==> src/rtl/poly_note_player_pkg.sv <==
// rtl/poly_note_player_pkg.sv - shared constants, FSM encoding and ROM contents for poly_note_player
//
// Purpose: widths used across the player, the mix FSM state encoding, and the
// contents of the two shared lookup ROMs (frequency step per note, quarter-wave
// sine amplitude per address).
// Ports: none (package).
package poly_note_pkg;

  localparam int PHASE_W     = 22;
  localparam int STEP_W      = 20;
  localparam int SINE_ADDR_W = 10;
  localparam int SAMPLE_W    = 16;
  localparam int NOTE_W      = 6;
  localparam int DUR_W       = 6;

  localparam logic [2:0] S_IDLE = 3'd0;
  localparam logic [2:0] S_ADDR = 3'd1;
  localparam logic [2:0] S_STEP = 3'd2;
  localparam logic [2:0] S_SINE = 3'd3;
  localparam logic [2:0] S_ACC  = 3'd4;
  localparam logic [2:0] S_OUT  = 3'd5;

  // Phase increment per sample for a note: note * 2^14, so note 0 (rest) never advances.
  function automatic logic [STEP_W-1:0] freq_rom_value(input logic [NOTE_W-1:0] note);
    return {note, 14'd0};
  endfunction

  // Quarter-wave amplitude: parabola a*(2048-a)/32 over a = 0..1023, peaking at 32767.
  function automatic logic [SAMPLE_W-1:0] sine_rom_value(input logic [SINE_ADDR_W-1:0] addr);
    logic [23:0] xa;
    logic [23:0] xb;
    logic [23:0] prod;
    xa   = {14'd0, addr};
    xb   = 24'd2048 - xa;
    prod = xa * xb;
    return SAMPLE_W'(prod >> 5);
  endfunction

endpackage

==> src/rtl/poly_note_player_if.sv <==
// rtl/poly_note_player_if.sv - control/sample bus between music control, codec and poly_note_player
//
// Purpose: bundles the load / beat / generate handshakes and the mixed sample.
// Signals: play_enable, load_new_note, voice_sel, note_to_load, duration_to_load,
//          beat, generate_next_sample (controller -> player);
//          done_with_note, busy, sample_out, new_sample_ready (player -> controller).
// Modports: master = controller side, slave = player side.
interface poly_note_player_if #(
  parameter int NUM_VOICES = 3,
  parameter int VOICE_BITS = 2
);
  import poly_note_pkg::*;

  logic                  play_enable;
  logic                  load_new_note;
  logic [VOICE_BITS-1:0] voice_sel;
  logic [NOTE_W-1:0]     note_to_load;
  logic [DUR_W-1:0]      duration_to_load;
  logic                  beat;
  logic                  generate_next_sample;
  logic [NUM_VOICES-1:0] done_with_note;
  logic                  busy;
  logic [SAMPLE_W-1:0]   sample_out;
  logic                  new_sample_ready;

  modport master (
    output play_enable, load_new_note, voice_sel, note_to_load, duration_to_load,
           beat, generate_next_sample,
    input  done_with_note, busy, sample_out, new_sample_ready
  );

  modport slave (
    input  play_enable, load_new_note, voice_sel, note_to_load, duration_to_load,
           beat, generate_next_sample,
    output done_with_note, busy, sample_out, new_sample_ready
  );

endinterface

==> src/rtl/poly_note_player_voice_timer.sv <==
// rtl/poly_note_player_voice_timer.sv - note register and beat-driven duration counter for one voice
//
// Purpose: holds one voice's note and remaining beat count.
// Ports: clk, reset (sync, active-high); load + note_in/dur_in load the voice;
//        beat_tick decrements a nonzero count; note/count are the held state;
//        done is high while count is zero.
module voice_timer
  import poly_note_pkg::*;
(
  input  logic              clk,
  input  logic              reset,
  input  logic              load,
  input  logic              beat_tick,
  input  logic [NOTE_W-1:0] note_in,
  input  logic [DUR_W-1:0]  dur_in,
  output logic [NOTE_W-1:0] note,
  output logic [DUR_W-1:0]  count,
  output logic              done
);

  // A load in the same cycle as a beat takes priority over the decrement.
  always_ff @(posedge clk) begin
    if (reset) begin
      note  <= '0;
      count <= '0;
    end else if (load) begin
      note  <= note_in;
      count <= dur_in;
    end else if (beat_tick && count != '0) begin
      count <= count - DUR_W'(1);
    end
  end

  assign done = (count == '0);

endmodule

==> src/rtl/poly_note_player.sv <==
// rtl/poly_note_player.sv - NUM_VOICES-voice sine note player sharing one frequency ROM and one sine ROM
//
// Purpose: per-voice note/duration/phase state; on each sample request the FSM
// walks every voice through the shared ROMs, sums the signed voice samples,
// shifts by MIX_SHIFT and saturates to a 16-bit sample.
// Ports: clk; reset (sync, active-high); bus (slave side of poly_note_player_if):
//        load/voice_sel/note/duration inputs, beat, play_enable, generate_next_sample,
//        done_with_note, busy, sample_out, new_sample_ready.
module poly_note_player
  import poly_note_pkg::*;
#(
  parameter int NUM_VOICES = 3,
  parameter int VOICE_BITS = 2,
  parameter int MIX_SHIFT  = 1
) (
  input  logic              clk,
  input  logic              reset,
  poly_note_player_if.slave bus
);

  localparam int ACC_W = SAMPLE_W + VOICE_BITS + 1;
  localparam logic [VOICE_BITS-1:0] LAST_VOICE = VOICE_BITS'(NUM_VOICES - 1);

  logic [NOTE_W-1:0]     note  [NUM_VOICES];
  logic [DUR_W-1:0]      count [NUM_VOICES];
  logic [PHASE_W-1:0]    phase [NUM_VOICES];
  logic [NUM_VOICES-1:0] load_hit;
  logic [NUM_VOICES-1:0] done;
  logic                  beat_tick;

  logic [2:0]              state;
  logic [VOICE_BITS-1:0]   idx;
  logic signed [ACC_W-1:0] acc;
  logic [SAMPLE_W-1:0]     sample_q;
  logic                    ready_q;

  logic [STEP_W-1:0]      freq_dout;
  logic [SINE_ADDR_W-1:0] sine_addr;
  logic [SAMPLE_W-1:0]    sine_dout;
  logic                   sine_neg;
  logic                   voice_silent;

  logic                    voice_live;
  logic                    voice_active;
  logic [STEP_W-1:0]       step;
  logic [PHASE_W-1:0]      next_phase;
  logic [SAMPLE_W-1:0]     voice_sample;
  logic signed [ACC_W-1:0] voice_ext;
  logic signed [ACC_W-1:0] shifted;
  logic [SAMPLE_W-1:0]     sat_sample;

  assign beat_tick = bus.beat & bus.play_enable;

  // Out-of-range voice_sel matches no voice, so such loads fall away here.
  for (genvar v = 0; v < NUM_VOICES; v++) begin : g_voice
    assign load_hit[v] = bus.load_new_note && (bus.voice_sel == VOICE_BITS'(v));

    voice_timer u_timer (
      .clk       (clk),
      .reset     (reset),
      .load      (load_hit[v]),
      .beat_tick (beat_tick),
      .note_in   (bus.note_to_load),
      .dur_in    (bus.duration_to_load),
      .note      (note[v]),
      .count     (count[v]),
      .done      (done[v])
    );
  end

  // A live voice is sounding; only an active one (live and playing) advances its phase.
  always_comb begin
    voice_live   = (count[idx] != '0) && (note[idx] != '0);
    voice_active = bus.play_enable && voice_live;
    step         = voice_active ? freq_dout : '0;
    next_phase   = phase[idx] + PHASE_W'(step);
  end

  // Loads reset the phase and win over a STEP update of the same voice.
  always_ff @(posedge clk) begin
    for (int v = 0; v < NUM_VOICES; v++) begin
      if (reset || load_hit[v]) begin
        phase[v] <= '0;
      end else if (state == S_STEP && idx == VOICE_BITS'(v)) begin
        phase[v] <= next_phase;
      end
    end
  end

  // Shared ROMs, both with one cycle of read latency. The frequency ROM is
  // addressed by the current voice's note (valid in STEP); the sine ROM reads
  // the address captured in STEP (valid in ACC).
  always_ff @(posedge clk) begin
    if (reset) begin
      freq_dout <= '0;
      sine_dout <= '0;
    end else begin
      freq_dout <= freq_rom_value(note[idx]);
      sine_dout <= sine_rom_value(sine_addr);
    end
  end

  always_comb begin
    if (voice_silent) begin
      voice_sample = '0;
    end else if (sine_neg) begin
      voice_sample = -sine_dout;
    end else begin
      voice_sample = sine_dout;
    end
    voice_ext = {{(ACC_W - SAMPLE_W){voice_sample[SAMPLE_W-1]}}, voice_sample};

    // In range when every bit from the sample sign bit upward agrees.
    shifted = acc >>> MIX_SHIFT;
    if (&shifted[ACC_W-1:SAMPLE_W-1] || ~|shifted[ACC_W-1:SAMPLE_W-1]) begin
      sat_sample = shifted[SAMPLE_W-1:0];
    end else if (shifted[ACC_W-1]) begin
      sat_sample = {1'b1, {(SAMPLE_W - 1){1'b0}}};
    end else begin
      sat_sample = {1'b0, {(SAMPLE_W - 1){1'b1}}};
    end
  end

  always_ff @(posedge clk) begin
    if (reset) begin
      state        <= S_IDLE;
      idx          <= '0;
      acc          <= '0;
      sample_q     <= '0;
      ready_q      <= 1'b0;
      sine_addr    <= '0;
      sine_neg     <= 1'b0;
      voice_silent <= 1'b1;
    end else begin
      ready_q <= 1'b0;
      case (state)
        S_IDLE: begin
          if (bus.generate_next_sample) begin
            acc   <= '0;
            idx   <= '0;
            state <= S_ADDR;
          end
        end
        S_ADDR: state <= S_STEP;
        S_STEP: begin
          // Quadrants 1 and 3 read the quarter table backwards; 2 and 3 negate.
          sine_addr    <= next_phase[20] ? ~next_phase[19:10] : next_phase[19:10];
          sine_neg     <= next_phase[21];
          voice_silent <= !voice_live;
          state        <= S_SINE;
        end
        S_SINE: state <= S_ACC;
        S_ACC: begin
          acc <= acc + voice_ext;
          if (idx == LAST_VOICE) begin
            state <= S_OUT;
          end else begin
            idx   <= idx + VOICE_BITS'(1);
            state <= S_ADDR;
          end
        end
        S_OUT: begin
          sample_q <= sat_sample;
          ready_q  <= 1'b1;
          state    <= S_IDLE;
        end
        default: state <= S_IDLE;
      endcase
    end
  end

  assign bus.done_with_note   = done;
  assign bus.busy             = (state != S_IDLE);
  assign bus.sample_out       = sample_q;
  assign bus.new_sample_ready = ready_q;

endmodule

==> src/flat_wrapper.sv <==
// flat-port wrapper written by rule: the top's interface ports become plain ports
module poly_note_player_flat import poly_note_pkg::*;
#(
  parameter int NUM_VOICES = 3,
  parameter int VOICE_BITS = 2,
  parameter int MIX_SHIFT  = 1
)
  (clk, reset, bus_play_enable, bus_load_new_note, bus_voice_sel, bus_note_to_load, bus_duration_to_load, bus_beat, bus_generate_next_sample, bus_done_with_note, bus_busy, bus_sample_out, bus_new_sample_ready);
  poly_note_player_if #(.NUM_VOICES(NUM_VOICES), .VOICE_BITS(VOICE_BITS)) bus_i ();
  input  logic clk;
  input  logic reset;
  input wire logic [$bits(bus_i.play_enable)-1:0] bus_play_enable;
  input wire logic [$bits(bus_i.load_new_note)-1:0] bus_load_new_note;
  input wire logic [$bits(bus_i.voice_sel)-1:0] bus_voice_sel;
  input wire logic [$bits(bus_i.note_to_load)-1:0] bus_note_to_load;
  input wire logic [$bits(bus_i.duration_to_load)-1:0] bus_duration_to_load;
  input wire logic [$bits(bus_i.beat)-1:0] bus_beat;
  input wire logic [$bits(bus_i.generate_next_sample)-1:0] bus_generate_next_sample;
  output wire logic [$bits(bus_i.done_with_note)-1:0] bus_done_with_note;
  output wire logic [$bits(bus_i.busy)-1:0] bus_busy;
  output wire logic [$bits(bus_i.sample_out)-1:0] bus_sample_out;
  output wire logic [$bits(bus_i.new_sample_ready)-1:0] bus_new_sample_ready;
  assign bus_i.play_enable = bus_play_enable;
  assign bus_i.load_new_note = bus_load_new_note;
  assign bus_i.voice_sel = bus_voice_sel;
  assign bus_i.note_to_load = bus_note_to_load;
  assign bus_i.duration_to_load = bus_duration_to_load;
  assign bus_i.beat = bus_beat;
  assign bus_i.generate_next_sample = bus_generate_next_sample;
  assign bus_done_with_note = bus_i.done_with_note;
  assign bus_busy = bus_i.busy;
  assign bus_sample_out = bus_i.sample_out;
  assign bus_new_sample_ready = bus_i.new_sample_ready;
  poly_note_player #(.NUM_VOICES(NUM_VOICES), .VOICE_BITS(VOICE_BITS), .MIX_SHIFT(MIX_SHIFT)) u_core (.clk(clk), .reset(reset), .bus(bus_i));
endmodule
==> config.mk <==
export PLATFORM = sky130hd
export DESIGN_NAME = poly_note_player_flat
export DESIGN_NICKNAME = d
export VERILOG_FILES = /design/src/rtl/poly_note_player_pkg.sv /design/src/rtl/poly_note_player_if.sv /design/src/rtl/poly_note_player_voice_timer.sv /design/src/rtl/poly_note_player.sv /design/src/flat_wrapper.sv
export SDC_FILE = /design/constraint.sdc
export NUM_CORES = 1
export LEC_CHECK = 0
export BUFFER_PORTS_ARGS = -buffer_cell sky130_fd_sc_hd__buf_2
export CAP_MARGIN = 30
export CORE_AREA = 2 2 143 145
export DETAILED_ROUTE_END_ITERATION = 6
export DIE_AREA = 0 0 145 147
export GPL_TIMING_DRIVEN = 1
export PLACE_DENSITY_LB_ADDON = 0.1
export SLEW_MARGIN = 20
export SYNTH_ARGS = -nofsm -noshare
export SYNTH_HDL_FRONTEND = slang
export SYNTH_HIERARCHICAL = 1
export SYNTH_SLANG_ARGS = --single-unit
==> constraint.sdc <==
create_clock -name clk -period 10.6 [get_ports clk]
set_input_delay 1.06 -clock clk [delete_from_list [all_inputs] [get_ports clk]]
set_output_delay 1.06 -clock clk [all_outputs]
set_load 0.02 [all_outputs]
**Word-level counts from Yosys, hierarchy flattened**

Memory sizes are Yosys's and may differ from the RTL's. A register that Yosys moved wholly into a read port is not among the register bits.
Index checks and enable logic that the tools add are counted.

- Flip-flop bits (word level): 125
- Memory bits (writable): 66
- Bits of input ports: 20
- Output and inout bits: 21
- Logic and storage cells: 129
- Memories: 1

- Add/sub/neg operators: 8
- Multiply operators: 1
- Order comparisons: 1
- Equality and inequality tests: 11
- Multiplexer cells: 47
- Bitwise operators: 6
- Reductions and logical operators: 37

Memory list:

| name | words | width | rd ports | clocked after Yosys merged registers in | wr ports | line | text |
|---|---|---|---|---|---|---|---|
| u_core.phase | 3 | 22 | 1 | 1 | 3 | poly_note_player.sv:26 | `logic [PHASE_W-1:0] phase [NUM_VOICES];` |

Operators with widths:

| operator | number |
|---|---|
| two-way mux 22 bit | 3 |
| two-way mux 16 bit | 4 |
| two-way mux 6 bit | 10 |
| one-hot mux 19 bit (2 select lines) | 1 |
| nonzero test 6 bit | 5 |
| binary-select mux 6 bit (select 2 bit) | 2 |
| multiplier 10 x 24 -> 21 bit | 1 |
| adder 22 x 20 -> 22 bit | 1 |
| two-way mux 20 bit | 1 |
| adder 19 x 16 -> 19 bit | 1 |
| two-way mux 19 bit | 1 |
| logical NOT 6 bit | 3 |
| subtractor 6 x 1 -> 6 bit (second input constant) | 3 |
| two-way mux 1 bit | 16 |
| negator 16 bit | 1 |
| one-hot mux 3 bit (5 select lines) | 1 |
| subtractor 12 x 10 -> 13 bit (first input constant) | 1 |
| logical AND 1 bit | 11 |
| two-way mux 10 bit | 1 |
| NOT 10 bit | 1 |
| two-way mux 2 bit | 4 |
| nonzero test 2 bit | 4 |
| == test 3 x 2 -> 1 bit (second input constant) | 2 |
| == test 3 bit (second input constant) | 2 |
| other kinds (19) | 31 |

**Longest topological paths before layout**

- Depth in word-level cells: 11
- Mapped depth: 26
- Depth with buffers taken out: 24

**Hierarchy**

The synthesis kept the hierarchy.

By module, submodules not included:

| module | times used | cells an instance | area an instance (µm²) | seq. area each (µm²) |
|---|---|---|---|---|
| poly_note_player | 1 | 1095 | 9880.7 | 2622.5 |
| voice_timer | 3 | 69 | 610.6 | 240.2 |

**Least setup slack after synthesis**

No wires, ideal clock.

- Kind: register -> register
- From: register u_core.sine_addr[0]
- To: register u_core.sine_dout[14]
- Setup time: 62 ps
- Arrival: 6233 ps
- Data required time: 10538 ps
- Slack: 4305 ps
- Stages on the path, launching flop included: 24
- Buffers on the path: 2
- Period minus slack after synthesis: 6295 ps
- Cell sequence: dfxtp_1 -> clkbuf_1 -> inv_1 -> clkbuf_1 -> ha_1 -> nand3_1 -> nor3_1 -> ha_1 -> nand2b_1 -> fa_1 -> inv_1 -> fa_1 -> fa_1 -> fa_1 -> inv_1 -> fa_1 -> inv_1 -> ha_1 -> or4_1 -> or3_4 -> a21oi_4 -> o31ai_1 -> or4b_1 -> nand3_1

- Longest elaborated chain between the ends: 2

Ends and longest elaborated chain:

| item | line | text |
|---|---|---|
| start: declaration | poly_note_player.sv:38 | `logic [SINE_ADDR_W-1:0] sine_addr;` |
| start signal: assignment | poly_note_player.sv:147 | `sine_addr <= next_phase[20] ? ~next_phase[19:10] : next_phase[19:10];` |
| subtractor 12 x 10 -> 13 bit | poly_note_player_pkg.sv:34 | `xb = 24'd2048 - xa;` |
| multiplier 10 x 24 -> 21 bit * | poly_note_player_pkg.sv:35 | `prod = xa * xb;` |
| end signal: assignment | poly_note_player.sv:99 | `sine_dout <= sine_rom_value(sine_addr);` |
| end: declaration | poly_note_player.sv:39 | `logic [SAMPLE_W-1:0] sine_dout;` |

Every way passes the cells marked *; elsewhere a longest branch is shown, timed or not.
A chain may end at the register's enable or synchronous reset.

**Worst setup path after layout**

Ends and elaborated chain as after synthesis.

==> qor.yml <==
run_status:
  run_status: "completed"
clocking:
  holdBufCountCts: 0
  post-cts-setup-buffer-count: 0
  cts-root-buf: "sky130_fd_sc_hd__clkbuf_16"
  cts_buffer_depth: 2
  cts.repair.resized: 0
  clkLatencyLatePin_ns: 0.43
  cts.htree.levels: 4
  tritoncts_num_sinks: 149
  tritoncts_buffers: 17
  clock_tree_from_tritoncts: "built"
  clock_transition_at_the_registers_of_the_reported_paths_ns: 0.06
drt:
  wl_per_cell_um: 15.90
  drtIter0Drc: 565
  detail_route.drc_violations: 0
  route.detailed.vias_per_inst: 5.683
  vias: 9098
  final_antenna_net_count: 0
  drt_pass_1_iters: 5
  finalWirelength_mm: 25.45
worst_hold_path:
  holdCritPathClass: "reg2reg"
  worst_hold_startpoint: "u_core/bus.sample_out[13]$_SDFFE_PP0P_"
  whs_endpoint: "u_core/bus.sample_out[13]$_SDFFE_PP0P_"
  timing.hold.worst_path_depth: 2
critical_path:
  critical_path.cell_chain: "inv_1 -> ha_1 -> nand3_1 -> nor3_1 -> ha_1 -> nand2b_1 -> fa_1 -> fa_1 -> fa_1 -> inv_1 -> fa_1 -> inv_1 -> fa_1 -> inv_1 -> ha_1 -> or4_1 -> or3_4 -> a21oi_4 -> o31ai_1 -> or4b_1 -> nand3_1"
  critical_path.reg2reg.endpoint: "u_core/sine_dout[14]$_SDFF_PP0_"
  worstPathBufferInverterCount: 4
  cp_data_arrival_time_ns: 7.02
  worst_path_max_delay_cell: "sky130_fd_sc_hd__dfxtp_1"
  cpLargestDelayFamily: "adder cells"
  worst_r2r_startpoint: "u_core/sine_addr[0]$_SDFFE_PP0P_"
  crit_path_frequent_cell: "sky130_fd_sc_hd__fa_1"
  critPathMaxStageDelay_ns: 0.58
  required_ns: 10.96
  critical_path.startpoint_type: "flop"
  timing.reg2reg.worst_path_depth: 21
  timing_worst_setup_path_type: "reg2reg"
  cp-end-kind: "flop"
  timing.critical_path.fanout_max: 13
  rrSetupSlack_ns: 3.95
final_layout:
  fillers: 1676
  layoutNonFillerInstCount: 1601
  area_of_combinational_cells_with_multiple_inputs_mm2: 0.007616
  layout.core_utilization_pct: 64.36
  synthToLayoutAreaGrowth_pct: 9.048
  nets: 1522
  seqCellArea_mm2: 0.003343
  layout-drive-gt1-share_pct: 7.889
  layout.cells.most_common_list: "sky130_fd_sc_hd__nor2_1, sky130_fd_sc_hd__inv_1, sky130_fd_sc_hd__dfxtp_1"
  diodes: 0
  layout_commonest_cell: "sky130_fd_sc_hd__nor2_1"
placed_design:
  globalplace.congestion: 0.8803
  detailed_place_hpwl_mm: 18.93
  numPlacedInstances: 1569
  placement.io_buffers: 40
die:
  initial_standard_cell_utilization_of_the_core_pct: 59.02
  core_ar_mm2: 0.01984
  dieWidth_um: 145
  ios: 41
  die_h_um: 147
  design.die.area_mm2: 0.02132
  floorplan.rows: 52
global_routing:
  grt_pass1_wl_mm: 42.38
  grt_use_total_pct: 24.32
  grt-busiest-layer: "met2"
  gr-usage-met2_pct: 40.93
  grt_pass1_vias: 8635
  grt_start_max_net_pins: 81
  grt_use_met1_pct: 32.80
  groute.layer.met3.usage_pct: 3.913
  antenna_found_initial: 0
  globalRouteOverflowTotal: 0
synthesis:
  synth.yosys.seq_area_share_pct: 28.54
  synth-edff-count: 36
  async_reset_ff_share_pct: 0
  post_synth.cell_area_avg_um2: 8.996
  dominant_synthesized_flop_cell: "sky130_fd_sc_hd__dfxtp_1"
  synth.ff_latch_count: 149
  synth-warning-count: 6
  synth_area_mm2: 0.01171
  yosys.cell_types.count: 70
  postSynthCellCount: 1302
sta:
  finalSetupViolCount: 0
  slew-limit-headroom_pct: 38.18
  clock_skew_ns: 0.01253
  pin_slew_with_the_least_headroom_to_its_limit_ns: 0.9254
  totalNegativeSetupSlack_ns: 0
  slew_violations: 0
  achievable-frequency_mhz: 150.3
  unrepaired_setup_endpoints_after_global_routing: "false"
  hold_viol_final: 0
  fin_hold_ws_ns: 0.4478
  finalCriticalPeriod_ns: 6.655
  final_min_period_over_clock_period_pct: 62.78
power:
  cellLeakagePower_nw: 5.601
  finalPower_mw: 2.236
  power.density_cell_area_mw_per_mm2: 175.1
  max-vdd-ir-drop_uv: 135.3
run:
  timing.max_cap.violations: 0
logic make-up (layout without fill, tap and decap cells):
family / Yosys count / after routing / synth area share (%)
buf+inv: 209 / 231 / 6.741
fa+ha+maj: 183 / 183 / 24.61
compound gates: 245 / 245 / 14.21
other cells: 2 / 9 / 0.06412
mux: 41 / 41 / 3.568
flops: 149 / 149 / 28.54
xor+xnor: 61 / 61 / 4.562
simple gates: 412 / 412 / 17.70
Yosys cell counts (5+ instances only):
cell type,count,area (um^2)
sky130_fd_sc_hd__a311oi_1,10,87.58
sky130_fd_sc_hd__nor4b_1,7,61.31
sky130_fd_sc_hd__o21ai_0,47,235.2
sky130_fd_sc_hd__nand3_1,14,70.07
sky130_fd_sc_hd__a21o_1,9,67.56
sky130_fd_sc_hd__and2_1,8,50.05
sky130_fd_sc_hd__fa_1,79,1582
sky130_fd_sc_hd__clkbuf_1,49,183.9
sky130_fd_sc_hd__nor2_1,170,638.1
sky130_fd_sc_hd__o21bai_1,8,60.06
sky130_fd_sc_hd__nor2b_1,36,225.2
sky130_fd_sc_hd__nand2_1,59,221.5
sky130_fd_sc_hd__xnor2_1,40,350.3
sky130_fd_sc_hd__a31oi_1,7,43.79
sky130_fd_sc_hd__a211oi_1,15,112.6
sky130_fd_sc_hd__o21a_1,5,37.54
sky130_fd_sc_hd__a21oi_1,62,310.3
sky130_fd_sc_hd__a22o_1,11,96.34
sky130_fd_sc_hd__edfxtp_1,36,1081
sky130_fd_sc_hd__mux2i_1,38,380.4
sky130_fd_sc_hd__nand2b_1,32,200.2
sky130_fd_sc_hd__nor4_1,5,31.28
sky130_fd_sc_hd__a22oi_1,9,67.56
sky130_fd_sc_hd__o31ai_1,8,60.06
sky130_fd_sc_hd__ha_1,104,1301
sky130_fd_sc_hd__or4_1,6,45.04
sky130_fd_sc_hd__xor2_1,21,183.9
sky130_fd_sc_hd__nand3b_1,7,52.55
sky130_fd_sc_hd__and3_1,11,68.82
sky130_fd_sc_hd__inv_1,150,563.0
sky130_fd_sc_hd__a211o_1,5,43.79
sky130_fd_sc_hd__nor3_1,15,75.07
sky130_fd_sc_hd__o211ai_1,17,127.6
sky130_fd_sc_hd__dfxtp_1,113,2262
sky130_fd_sc_hd__nor3b_1,9,67.56
sky130_fd_sc_hd__or3_1,7,43.79
worst min-delay path: cells and delay by family (launching register included):
family | cells | cell delay [ns]
flops | 1 | 0.31
compound gates | 1 | 0.05
simple gates | 1 | 0.05
routing by layer:
metal / up-vias / wire length (um)
li1: 4468 / -
met1: 4398 / 11430
met2: 200 / 12500
met3: 32 / 1182
met4: 0 / 343
met5: - / 0
registers in the layout, summed over array words and instances, names as in the netlist, named ones only:
signal                        count
u_core/phase                     36
u_core/acc                       19
u_core/g_voice.u_timer/count     18
u_core/g_voice.u_timer/note      18
u_core/bus.sample_out            16
u_core/sine_dout                 16
u_core/sine_addr                 10
u_core/freq_dout                  6
u_core/state                      3
u_core/idx                        2
u_core/bus.new_sample_ready       1
u_core/sine_neg                   1
u_core/voice_silent               1
power breakdown:
part / total (mW) / switching [mW] / internal, mW
combinational: 0.889 / 0.518 / 0.371
sequential: 0.697 / 0.0633 / 0.634
clock: 0.650 / 0.245 / 0.405
total: 2.24 / 0.827 / 1.41
per-stage QoR:
step	worst slack (ns)	area [um^2]
after detailed placement	3.971	12120
after floorplan	4.305	11740
after CTS	3.944	12760
after global routing	3.561	12770
after global placement	4.138	12120
final	3.945	12770
layout make-up:
cell class,instances,area share (%)
inverters,152,4.467
repair buffers,48,2.057
flip-flops and latches,149,26.18
clock inverters,7,0.8229
well taps,270,2.645
multi-input cells,951,59.63
clock buffers,24,4.203
worst max path at each step:
stage / from / depth (start not counted) / to
3_3_place_gp: u_core/sine_addr[0]$_SDFFE_PP0P_ / 21 / u_core/sine_dout[14]$_SDFF_PP0_
2_1_floorplan: u_core/sine_addr[0]$_SDFFE_PP0P_ / 23 / u_core/sine_dout[14]$_SDFF_PP0_
4_1_cts: u_core/sine_addr[0]$_SDFFE_PP0P_ / 21 / u_core/sine_dout[14]$_SDFF_PP0_
6_report: u_core/sine_addr[0]$_SDFFE_PP0P_ / 21 / u_core/sine_dout[14]$_SDFF_PP0_
5_1_grt: u_core/sine_addr[0]$_SDFFE_PP0P_ / 21 / u_core/sine_dout[14]$_SDFF_PP0_
3_5_place_dp: u_core/sine_addr[0]$_SDFFE_PP0P_ / 21 / u_core/sine_dout[14]$_SDFF_PP0_
(Power assumes the default switching activity.)
